===== src/rtl/cp0_pkg.sv =====
// CP0 register numbers, exception codes and Status/Cause bit positions
// shared by the CP0 register file and its timer.
package cp0_pkg;

    // MFC0/MTC0 register numbers (select 0)
    localparam logic [4:0] CP0_BADVADDR = 5'd8;
    localparam logic [4:0] CP0_COUNT    = 5'd9;
    localparam logic [4:0] CP0_COMPARE  = 5'd11;
    localparam logic [4:0] CP0_STATUS   = 5'd12;
    localparam logic [4:0] CP0_CAUSE    = 5'd13;
    localparam logic [4:0] CP0_EPC      = 5'd14;
    localparam logic [4:0] CP0_PRID     = 5'd15;
    localparam logic [4:0] CP0_CONFIG   = 5'd16;

    typedef enum logic [4:0] {
        EXC_INT  = 5'd0,
        EXC_ADEL = 5'd4,
        EXC_ADES = 5'd5,
        EXC_SYS  = 5'd8,
        EXC_BP   = 5'd9,
        EXC_RI   = 5'd10,
        EXC_OV   = 5'd12,
        EXC_TR   = 5'd13
    } exc_code_e;

    // Status bit positions
    localparam int STATUS_IE     = 0;
    localparam int STATUS_EXL    = 1;
    localparam int STATUS_IM_LSB = 8;
    localparam int STATUS_BEV    = 22;

    // Cause bit positions
    localparam int CAUSE_EXC_LSB = 2;
    localparam int CAUSE_IP_LSB  = 8;
    localparam int CAUSE_TI      = 30;
    localparam int CAUSE_BD      = 31;

    // Address-error exceptions are the only ones that capture BadVAddr.
    function automatic logic is_addr_exc(input logic [4:0] code);
        return (code == EXC_ADEL) || (code == EXC_ADES);
    endfunction

endpackage


===== src/rtl/cp0_regfile_param_if.sv =====
// MTC0/MFC0 access port of the CP0 register file.
// Writes take effect at the clock edge where we_i is high; reads are a
// combinational lookup of raddr_i and always return the pre-edge value.
interface cp0_regfile_param_if;

    logic        we_i;
    logic [4:0]  waddr_i;
    logic [31:0] data_i;
    logic [4:0]  raddr_i;
    logic [31:0] data_o;

    // Pipeline side: issues MTC0 writes and MFC0 reads
    modport master (
        output we_i,
        output waddr_i,
        output data_i,
        output raddr_i,
        input  data_o
    );

    // Register file side
    modport slave (
        input  we_i,
        input  waddr_i,
        input  data_i,
        input  raddr_i,
        output data_o
    );

endinterface


===== src/rtl/cp0_timer.sv =====
// Count/Compare timer with a Count prescaler and a sticky timer interrupt.
module cp0_timer #(
    parameter int COUNT_DIV = 2
) (
    input  logic        clk,
    input  logic        rst,
    input  logic        count_we,
    input  logic        compare_we,
    input  logic [31:0] wdata,
    output logic [31:0] count_o,
    output logic [31:0] compare_o,
    output logic        timer_int_o
);

    // Prescaler value on which Count advances (COUNT_DIV is 1..4)
    localparam logic [1:0] DIV_LAST = 2'(COUNT_DIV - 1);

    logic [1:0]  presc;
    logic        tick;
    logic [31:0] count_inc;

    assign tick      = (presc == DIV_LAST);
    assign count_inc = count_o + 32'd1;

    // Prescaler, Count, Compare and the sticky match flag. A Count write
    // suppresses that cycle's increment (and so its match); a Compare write
    // clears the flag even if a match happens on the same edge.
    always_ff @(posedge clk) begin
        if (!rst) begin
            presc       <= 2'd0;
            count_o     <= 32'd0;
            compare_o   <= 32'd0;
            timer_int_o <= 1'b0;
        end else begin
            if (count_we) begin
                count_o <= wdata;
                presc   <= 2'd0;
            end else if (tick) begin
                count_o <= count_inc;
                presc   <= 2'd0;
            end else begin
                presc <= presc + 2'd1;
            end

            if (compare_we) begin
                compare_o   <= wdata;
                timer_int_o <= 1'b0;
            end else if (tick && !count_we && (count_inc == compare_o)) begin
                timer_int_o <= 1'b1;
            end
        end
    end

endmodule


===== src/rtl/cp0_regfile_param.sv =====
// MIPS32 CP0 register file: Status/Cause/EPC/BadVAddr, exception entry,
// ERET, interrupt request generation and the MFC0 read mux. Count/Compare
// live in cp0_timer.
module cp0_regfile_param
    import cp0_pkg::*;
#(
    parameter int          HW_INT_NUM = 6,
    parameter int          COUNT_DIV  = 2,
    parameter logic [31:0] PRID_VAL   = 32'h004C0102,
    parameter logic [31:0] CONFIG_VAL = 32'h00008000
) (
    input  logic                  clk,
    input  logic                  rst,
    cp0_regfile_param_if.slave    bus,
    input  logic [HW_INT_NUM-1:0] int_i,
    input  logic                  exc_valid_i,
    input  logic [4:0]            exc_code_i,
    input  logic                  eret_i,
    input  logic                  is_in_delayslot_i,
    input  logic [31:0]           current_inst_addr_i,
    input  logic [31:0]           bad_addr_i,
    output logic [31:0]           count_o,
    output logic [31:0]           compare_o,
    output logic [31:0]           status_o,
    output logic [31:0]           cause_o,
    output logic [31:0]           epc_o,
    output logic [31:0]           badvaddr_o,
    output logic                  timer_int_o,
    output logic                  int_req_o
);

    // Only the writable/live fields are stored; the rest read as constants.
    logic        st_ie;
    logic        st_exl;
    logic [7:0]  st_im;
    logic        ca_bd;
    logic [4:0]  ca_exc;
    logic [1:0]  ca_sw_ip;
    logic [5:0]  hw_ip;
    logic [5:0]  int_pad;
    logic [7:0]  cause_ip;

    logic wr_status;
    logic wr_cause;
    logic wr_epc;

    assign wr_status = bus.we_i && (bus.waddr_i == CP0_STATUS);
    assign wr_cause  = bus.we_i && (bus.waddr_i == CP0_CAUSE);
    assign wr_epc    = bus.we_i && (bus.waddr_i == CP0_EPC);

    cp0_timer #(
        .COUNT_DIV (COUNT_DIV)
    ) u_timer (
        .clk         (clk),
        .rst         (rst),
        .count_we    (bus.we_i && (bus.waddr_i == CP0_COUNT)),
        .compare_we  (bus.we_i && (bus.waddr_i == CP0_COMPARE)),
        .wdata       (bus.data_i),
        .count_o     (count_o),
        .compare_o   (compare_o),
        .timer_int_o (timer_int_o)
    );

    // Widen the HW interrupt lines to six; missing lines read as 0
    always_comb begin
        int_pad = '0;
        for (int i = 0; i < HW_INT_NUM; i++) begin
            int_pad[i] = int_i[i];
        end
    end

    // IP[7] is shared between HW line 5 and the timer
    assign cause_ip = {hw_ip[5] | timer_int_o, hw_ip[4:0], ca_sw_ip};

    // Exception entry, ERET and MTC0 updates. Exception beats ERET beats
    // MTC0 on EXL; EPC/BD are captured only on a non-nested exception.
    always_ff @(posedge clk) begin
        if (!rst) begin
            st_ie      <= 1'b0;
            st_exl     <= 1'b0;
            st_im      <= 8'd0;
            ca_bd      <= 1'b0;
            ca_exc     <= 5'd0;
            ca_sw_ip   <= 2'd0;
            hw_ip      <= 6'd0;
            epc_o      <= 32'd0;
            badvaddr_o <= 32'd0;
        end else begin
            hw_ip <= int_pad;

            if (wr_status) begin
                st_ie <= bus.data_i[STATUS_IE];
                st_im <= bus.data_i[STATUS_IM_LSB +: 8];
            end

            if (wr_cause) begin
                ca_sw_ip <= bus.data_i[CAUSE_IP_LSB +: 2];
            end

            if (exc_valid_i) begin
                st_exl <= 1'b1;
                ca_exc <= exc_code_i;
            end else if (eret_i) begin
                st_exl <= 1'b0;
            end else if (wr_status) begin
                st_exl <= bus.data_i[STATUS_EXL];
            end

            if (exc_valid_i && !st_exl) begin
                epc_o <= is_in_delayslot_i ? (current_inst_addr_i - 32'd4)
                                           : current_inst_addr_i;
                ca_bd <= is_in_delayslot_i;
            end else if (wr_epc) begin
                epc_o <= bus.data_i;
            end

            if (exc_valid_i && is_addr_exc(exc_code_i)) begin
                badvaddr_o <= bad_addr_i;
            end
        end
    end

    // Assemble the architectural Status and Cause views
    always_comb begin
        status_o                         = 32'd0;
        status_o[STATUS_IE]              = st_ie;
        status_o[STATUS_EXL]             = st_exl;
        status_o[STATUS_IM_LSB +: 8]     = st_im;
        status_o[STATUS_BEV]             = 1'b1;

        cause_o                          = 32'd0;
        cause_o[CAUSE_EXC_LSB +: 5]      = ca_exc;
        cause_o[CAUSE_IP_LSB +: 8]       = cause_ip;
        cause_o[CAUSE_TI]                = timer_int_o;
        cause_o[CAUSE_BD]                = ca_bd;
    end

    assign int_req_o = st_ie & ~st_exl & (|(cause_ip & st_im));

    // MFC0 read mux; held at zero while reset is asserted
    always_comb begin
        bus.data_o = 32'd0;
        if (rst) begin
            case (bus.raddr_i)
                CP0_BADVADDR: bus.data_o = badvaddr_o;
                CP0_COUNT:    bus.data_o = count_o;
                CP0_COMPARE:  bus.data_o = compare_o;
                CP0_STATUS:   bus.data_o = status_o;
                CP0_CAUSE:    bus.data_o = cause_o;
                CP0_EPC:      bus.data_o = epc_o;
                CP0_PRID:     bus.data_o = PRID_VAL;
                CP0_CONFIG:   bus.data_o = CONFIG_VAL;
                default:      bus.data_o = 32'd0;
            endcase
        end
    end

endmodule


===== src/flat_wrapper.sv =====
// flat-port wrapper written by rule: the top's interface ports become plain ports
module cp0_regfile_param_flat import cp0_pkg::*;
#(
    parameter int          HW_INT_NUM = 6,
    parameter int          COUNT_DIV  = 2,
    parameter logic [31:0] PRID_VAL   = 32'h004C0102,
    parameter logic [31:0] CONFIG_VAL = 32'h00008000
)
  (clk, rst, int_i, exc_valid_i, exc_code_i, eret_i, is_in_delayslot_i, current_inst_addr_i, bad_addr_i, count_o, compare_o, status_o, cause_o, epc_o, badvaddr_o, timer_int_o, int_req_o, bus_we_i, bus_waddr_i, bus_data_i, bus_raddr_i, bus_data_o);
  cp0_regfile_param_if bus_i ();
  input  logic clk;
  input  logic rst;
  input  logic [HW_INT_NUM-1:0] int_i;
  input  logic exc_valid_i;
  input  logic [4:0] exc_code_i;
  input  logic eret_i;
  input  logic is_in_delayslot_i;
  input  logic [31:0] current_inst_addr_i;
  input  logic [31:0] bad_addr_i;
  output logic [31:0] count_o;
  output logic [31:0] compare_o;
  output logic [31:0] status_o;
  output logic [31:0] cause_o;
  output logic [31:0] epc_o;
  output logic [31:0] badvaddr_o;
  output logic timer_int_o;
  output logic int_req_o;
  input wire logic [$bits(bus_i.we_i)-1:0] bus_we_i;
  input wire logic [$bits(bus_i.waddr_i)-1:0] bus_waddr_i;
  input wire logic [$bits(bus_i.data_i)-1:0] bus_data_i;
  input wire logic [$bits(bus_i.raddr_i)-1:0] bus_raddr_i;
  output wire logic [$bits(bus_i.data_o)-1:0] bus_data_o;
  assign bus_i.we_i = bus_we_i;
  assign bus_i.waddr_i = bus_waddr_i;
  assign bus_i.data_i = bus_data_i;
  assign bus_i.raddr_i = bus_raddr_i;
  assign bus_data_o = bus_i.data_o;
  cp0_regfile_param #(.HW_INT_NUM(HW_INT_NUM), .COUNT_DIV(COUNT_DIV), .PRID_VAL(PRID_VAL), .CONFIG_VAL(CONFIG_VAL)) u_core (.clk(clk), .rst(rst), .bus(bus_i), .int_i(int_i), .exc_valid_i(exc_valid_i), .exc_code_i(exc_code_i), .eret_i(eret_i), .is_in_delayslot_i(is_in_delayslot_i), .current_inst_addr_i(current_inst_addr_i), .bad_addr_i(bad_addr_i), .count_o(count_o), .compare_o(compare_o), .status_o(status_o), .cause_o(cause_o), .epc_o(epc_o), .badvaddr_o(badvaddr_o), .timer_int_o(timer_int_o), .int_req_o(int_req_o));
endmodule

===== config.mk =====
export PLATFORM = sky130hd
export DESIGN_NAME = cp0_regfile_param_flat
export DESIGN_NICKNAME = d
export VERILOG_FILES = /design/src/rtl/cp0_pkg.sv /design/src/rtl/cp0_regfile_param_if.sv /design/src/rtl/cp0_timer.sv /design/src/rtl/cp0_regfile_param.sv /design/src/flat_wrapper.sv
export SDC_FILE = /design/constraint.sdc
export NUM_CORES = 1
export LEC_CHECK = 0
export CORE_MARGIN = 1.5
export CORE_UTILIZATION = 48
export CTS_CLUSTER_SIZE = 20
export DETAILED_ROUTE_END_ITERATION = 8
export PLACE_DENSITY = 0.93
export SLEW_MARGIN = 0
export SYNTH_ARGS = -nofsm -noshare
export SYNTH_HDL_FRONTEND = slang
export SYNTH_SLANG_ARGS = --single-unit

===== constraint.sdc =====
create_clock -name clk -period 4.7 [get_ports clk]
set_input_delay 0.705 -clock clk [delete_from_list [all_inputs] [get_ports clk]]
set_output_delay 0.705 -clock clk [all_outputs]
set_load 0.01 [all_outputs]

==> results of run 1 <==
-- through the flow --
step | setup slack [ns] | utilization, % | hold slack (ns)
final | 0.466 | 68.5 | 0.431
after detailed placement | 0.636 | 64.9 | 0.428
after floorplan | 1.59 | - | 0.408
after CTS | 0.616 | 68.5 | 0.437
after global routing | 0.385 | 68.5 | 0.459
after global placement | 0.772 | 64.9 | 0.419
-- metal layers --
layer / track usage (%) / up-vias / routed length (um)
met2: 57.6 / 747 / 17000
li1: - / 4467 / -
met1: 49.8 / 4809 / 14300
met5: 0 / - / 0
met3: 10.1 / 132 / 5040
met4: 16.7 / 0 / 1700
-- final timing paths --
kind | start | endpoint | slack (ns) | cells after the start
setup reg to reg | u_core.u_timer.count_o[0]$_SDFFE_PN0P_ | u_core.u_timer.timer_int_o$_SDFFE_PP0P_ | 1.51 | 8
hold / removal | u_core.u_timer.presc[0]$_SDFF_PP0_ | u_core.u_timer.presc[0]$_SDFF_PP0_ | 0.43 | 1
hold reg to reg | u_core.u_timer.presc[0]$_SDFF_PP0_ | u_core.u_timer.presc[0]$_SDFF_PP0_ | 0.43 | 1
setup / recovery | bus_raddr_i[2] | bus_data_o[9] | 0.47 | 8
-- sequential cells by signal, indices dropped and copies added (netlist names) --
signal and count:
u_core.badvaddr_o 32, u_core.ca_bd 1, u_core.ca_exc 5, u_core.ca_sw_ip 2, u_core.epc_o 32, u_core.hw_ip 6
u_core.st_exl 1, u_core.st_ie 1, u_core.st_im 8, u_core.u_timer.compare_o 32, u_core.u_timer.count_o 32, u_core.u_timer.presc 2
u_core.u_timer.timer_int_o 1
-- power by group through the flow --
stage                     registers [W]  clock network (W)  logic [W]
after floorplan                 0.00143                  0   0.000220
after global placement          0.00145                  0   0.000468
after detailed placement        0.00145                  0   0.000477
after CTS                       0.00142            0.00158   0.000482
after global routing            0.00143            0.00163   0.000518
final                           0.00142            0.00157   0.000490
-- area by class of cell --
type,count,area [um2],share of cell area (%)
clock buffers,18,439,3.44
clock inverters,12,221,1.73
inverters,8,32.5,0.255
multi-input cells,875,5420,42.4
flip-flops and latches,155,3100,24.3
well taps,234,293,2.29
repair buffers,330,3260,25.6
-- synthesized netlist by cell type, types with 24 or more instances --
| cell type | number | area [um2] |
|---|---|---|
| a211oi_1 | 56 | 420 |
| buf_4 | 49 | 368 |
| a22oi_1 | 56 | 420 |
| xor2_1 | 51 | 447 |
| nor2_1 | 96 | 360 |
| nor3_1 | 24 | 120 |
| mux2i_1 | 51 | 510 |
| a21oi_1 | 89 | 445 |
| clkbuf_1 | 72 | 270 |
| nand2_1 | 179 | 672 |
| dfxtp_1 | 155 | 3100 |
| xnor2_1 | 54 | 473 |
-- cells by family (layout without fill, tap and decap cells) --
kind of cell	Yosys count	in the layout	share of synthesized area, %
and+or+nand+nor	414	414	21.6
AOI/OAI and AO/OA	263	263	19.6
DFF	155	155	34.1
buffers and inverters	150	368	8.46
xor gates and xnor gates	105	105	10.1
muxes	51	51	5.61
adders and majority gates	3	3	0.413
other	2	39	0.0826
-- worst reg2reg max path, cell delays in order (launching register included) --
cell and delay, ns:
dfxtp_1 0.62, ha_1 0.35, and4_1 0.41, nand4_2 0.34
nor3_1 0.41, nand3b_1 0.11, a2111oi_0 0.57, o211ai_1 0.18
o21ai_1 0.15
==> impl_metrics.csv, run 1 <==
group,metric,value,unit
run_status,status,"complete, no violations",
synth,ys_seq_elements,155,
layout,area_growth,40.4,%
global_routing,grt_max_degree,79,
layout,nets,1513,
floorplan,dieArea,0.0198,mm2
route,dr.first_iter.drc_count,1496,
layout,layout-drive-gt1-share,5.58,%
layout,final_common_cell,"clkdlybuf4s50_1",
sta,setup_viol,0,
pwr,total_power,0.00348,W
critical_path,worstPathRequired,3.99,ns
critical_path,critPathKind,"primary input to output pin",
sta,clock_skew,0.00675,ns
pwr,p_seq_share,40.9,%
placement,dp_hpwl,28500,um
floorplan,ios,349,
pwr,p_comb_share,14.1,%
sta,tns,0,ns
synth,ys.warnings.count,0,
placement,io_buffer_count,309,
placement,gp_congestion,1.01,
route,via_per_inst,6.22,
pwr,pwr-share-clk,45.0,%
sta,fin_crit_sh,90.1,%
synth,ys_seq_area_share,34.1,%
clock_network,clk_path_buf_depth,2,
synth,async_reset_ff_share,0,%
global_routing,grt_pass1_wl,56200,um
placement,placed_area,0.0121,mm2
route,first_pass_iters,7,
sta,slew_viol_final,0,
clock_network,cts_tree,"built",
clock_network,clock_latency,0.43,ns
layout,fillers,1487,
global_routing,antenna_found_initial,0,
synth,synth.distinct_cells,61,
sta,hold_viol,0,
clock_network,post_cts_buffers,0,
pwr,intPower,0.00260,W
critical_path,crit_chain,"clkdlybuf4s50_1 > nand2_1 > nor3b_1 > nor2b_2 > buf_4 > a22oi_1 > a31oi_1 > clkdlybuf4s50_1",
floorplan,die_width,141,um
floorplan,die_height,141,um
clock_network,post_cts_resized,0,
floorplan,start_util,48.8,%
pwr,power_switching,0.000880,W
route,ant_nets,0,
route,wl,38100,um
layout,stdcell_area,0.0128,mm2
sta,maxSlewHeadroom,24.4,%
critical_path,path_buf_inv,3,
placement,dp_cells,1602,
global_routing,grt_pass1_vias,9313,
layout,mostFrequentLayoutCells,"clkdlybuf4s50_1, nand2_1, dfxtp_1, nor2_1, a21oi_1",
sta,min_period,4.23,ns
synth,syn_inst,1143,
clock_network,cts_made_buffers,17,
critical_path,cp_slowest_stage_delay,0.60,ns
synth,synth_edf_count,0,
synth,synth_ff_type,"dfxtp_1",
clock_network,cts_hold_buf,0,
critical_path,cpMostUsedCell,"clkdlybuf4s50_1",
layout,diodes,0,
layout,layout.cells.non_filler,1632,
sta,tightest_slew,1.13,ns
global_routing,grt.overflow.total,0,
critical_path,arrival,3.53,ns
floorplan,rows,50,
sta,fmaxAchievable,236,MHz
critical_path,cp-end-kind,"output pin",
sta,rsz0062_at_grt,"no",
clock_network,clk_pin_slew_worst_paths,0.06,ns
critical_path,crit_family,"buffers and inverters",
global_routing,track_usage,37.6,%
pwr,vdd_drop_max,0.280,mV
clock_network,cts_max_level,4,
pwr,power_density,273,mW/mm2
worst_hold_path,hold_class,"flip-flop to flip-flop",
flow_run,max_cap_violations,0,
synth,avgSynthCellArea,7.96,um2
synth,synth_area,0.00909,mm2
route,via_count,10200,
clock_network,clock_sinks,155,
pwr,leakage,4.31,nW
route,drcViolationCount,0,
clock_network,cts-root-buf,"clkbuf_16",
pwr,switching_share,25.3,%
critical_path,start_kind,"primary input",
route,post_drt_wl_per_cell,23.3,um
critical_path,crit_path_top_delay_cell,"clkdlybuf4s50_1",
floorplan,core,0.0186,mm2
critical_path,crit_fanout,13,
No activity file was read; power rests on OpenSTA's default activity.
==> inputs of run 2 (changes only) <==
clock period = 5.3 ns   (was 4.7 ns; I/O delays follow)
==> run 2 against run 1 <==
- die area unchanged
- largest cell class unchanged
- clock power decreased by 23%
- critical path depth decreased by 2
- count of clock-buffer cells in the layout increased by 4
- cell count increased by 0.31%
- final area decreased by 0.65%
- first-iteration DRC count decreased by 4.0%
- critical path type unchanged
==> impl_metrics.csv, run 2 (synthesized netlist as in run 1, its figures left out) <==
group,metric,value,unit
global_routing,grt_pass1_wl,55800,um
sta,slew_viol_final,0,
flow_run,max_cap_violations,0,
sta,fmaxAchievable,222,MHz
critical_path,arrival,3.72,ns
clock_network,cts_max_level,4,
floorplan,dieArea,0.0198,mm2
pwr,p_seq_share,43.5,%
clock_network,clk_pin_slew_worst_paths,0.06,ns
floorplan,ios,349,
clock_network,clock_sinks,155,
floorplan,rows,50,
pwr,leakage,4.27,nW
layout,final_common_cell,"clkdlybuf4s50_1",
pwr,intPower,0.00212,W
route,ant_nets,0,
floorplan,die_height,141,um
critical_path,crit_fanout,15,
pwr,p_comb_share,14.9,%
global_routing,grt_pass1_vias,9097,
global_routing,track_usage,37.1,%
clock_network,post_cts_resized,0,
sta,tns,0,ns
pwr,vdd_drop_max,0.250,mV
pwr,switching_share,27.0,%
floorplan,core,0.0186,mm2
layout,mostFrequentLayoutCells,"clkdlybuf4s50_1, nand2_1, dfxtp_1, nor2_1, a21oi_1",
critical_path,path_buf_inv,3,
layout,postLayoutCoreUtil,68.0,%
critical_path,cp_slowest_stage_delay,0.99,ns
route,dr.first_iter.drc_count,1436,
placement,io_buffer_count,309,
clock_network,cts_tree,"built",
placement,gp_congestion,0.983,
critical_path,crit_path_top_delay_cell,"nor4_2",
route,via_count,10100,
sta,maxSlewHeadroom,21.4,%
run_status,status,"complete, no violations",
global_routing,antenna_found_initial,1,
route,first_pass_iters,7,
clock_network,post_cts_buffers,0,
sta,hold_viol,0,
critical_path,start_kind,"primary input",
route,drcViolationCount,0,
sta,rsz0062_at_grt,"no",
route,wl,37400,um
layout,nets,1515,
sta,setup_viol,0,
sta,min_period,4.51,ns
critical_path,cp-end-kind,"output pin",
critical_path,critPathKind,"primary input to output pin",
clock_network,clk_path_buf_depth,2,
floorplan,start_util,48.8,%
worst_hold_path,hold_class,"flip-flop to flip-flop",
sta,tightest_slew,1.17,ns
critical_path,cpMostUsedCell,"clkdlybuf4s50_1",
route,via_per_inst,6.18,
route,post_drt_wl_per_cell,22.9,um
clock_network,cts_hold_buf,0,
clock_network,cts_made_buffers,17,
clock_network,clock_latency,0.43,ns
floorplan,die_width,141,um
clock_network,cts-root-buf,"clkbuf_16",
pwr,pwr-share-clk,41.7,%
pwr,power_density,229,mW/mm2
sta,clock_skew,0.00679,ns
layout,area_growth,39.5,%
pwr,power_switching,0.000783,W
critical_path,crit_family,"buffers and inverters",
global_routing,grt.overflow.total,0,
placement,dp_hpwl,28100,um
sta,fin_crit_sh,85.1,%
layout,layout-drive-gt1-share,5.56,%
critical_path,worstPathRequired,4.51,ns
critical_path,crit_chain,"clkdlybuf4s50_1 > nor4_2 > buf_4 > a22oi_1 > a31oi_1 > clkdlybuf4s50_1",
global_routing,grt_max_degree,77,
## run 2: worst paths after layout
path	startpoint	end	slack, ns	cells after the start
worst max register to register	u_core.u_timer.count_o[0]$_SDFFE_PN0P_	u_core.u_timer.timer_int_o$_SDFFE_PP0P_	2.18	8
worst min register to register	u_core.u_timer.presc[0]$_SDFF_PP0_	u_core.u_timer.presc[0]$_SDFF_PP0_	0.44	1
worst max-delay path	bus_raddr_i[0]	bus_data_o[19]	0.79	6
worst min-delay path	u_core.u_timer.presc[0]$_SDFF_PP0_	u_core.u_timer.presc[0]$_SDFF_PP0_	0.44	1
## run 2: per-stage QoR
step / hold WS [ns] / cells / instance area (um2) / total power [W] / setup slack, ns
finish: 0.443 / 1637 / 12700 / 0.00291 / 0.788
global route: 0.466 / 1637 / 12700 / 0.00298 / 0.620
CTS: 0.442 / 1636 / 12700 / 0.00289 / 0.853
detailed placement: 0.433 / 1604 / 12100 / 0.00170 / 0.859
global placement: 0.417 / 1604 / 12100 / 0.00170 / 0.907
floorplan: 0.408 / 1180 / 9230 / 0.00147 / 2.01
## run 2: layer usage
metal	track usage, %	wire [um]	vias to the layer above
met5	0	0	-
met4	15.2	1480	0
met3	7.24	4540	117
met2	57.0	16700	742
met1	51.2	14700	4801
li1	-	-	4459
## run 2: cell type report
type,instances,area (um2)
inverter,8,32.5
clock buffer,22,454
multi-input combinational,875,5420
clock inverter,10,119
fill,1494,5960
sequential,155,3100
timing repair buffer,332,3270
antenna,1,2.50
tap,234,293
## run 2: power by group through the flow
stage / logic, W / registers [W] / clock network (W)
after global placement: 0.000414 / 0.00128 / 0
after floorplan: 0.000195 / 0.00127 / 0
final: 0.000432 / 0.00126 / 0.00121
after detailed placement: 0.000421 / 0.00128 / 0
after CTS: 0.000424 / 0.00126 / 0.00121
after global routing: 0.000457 / 0.00126 / 0.00126
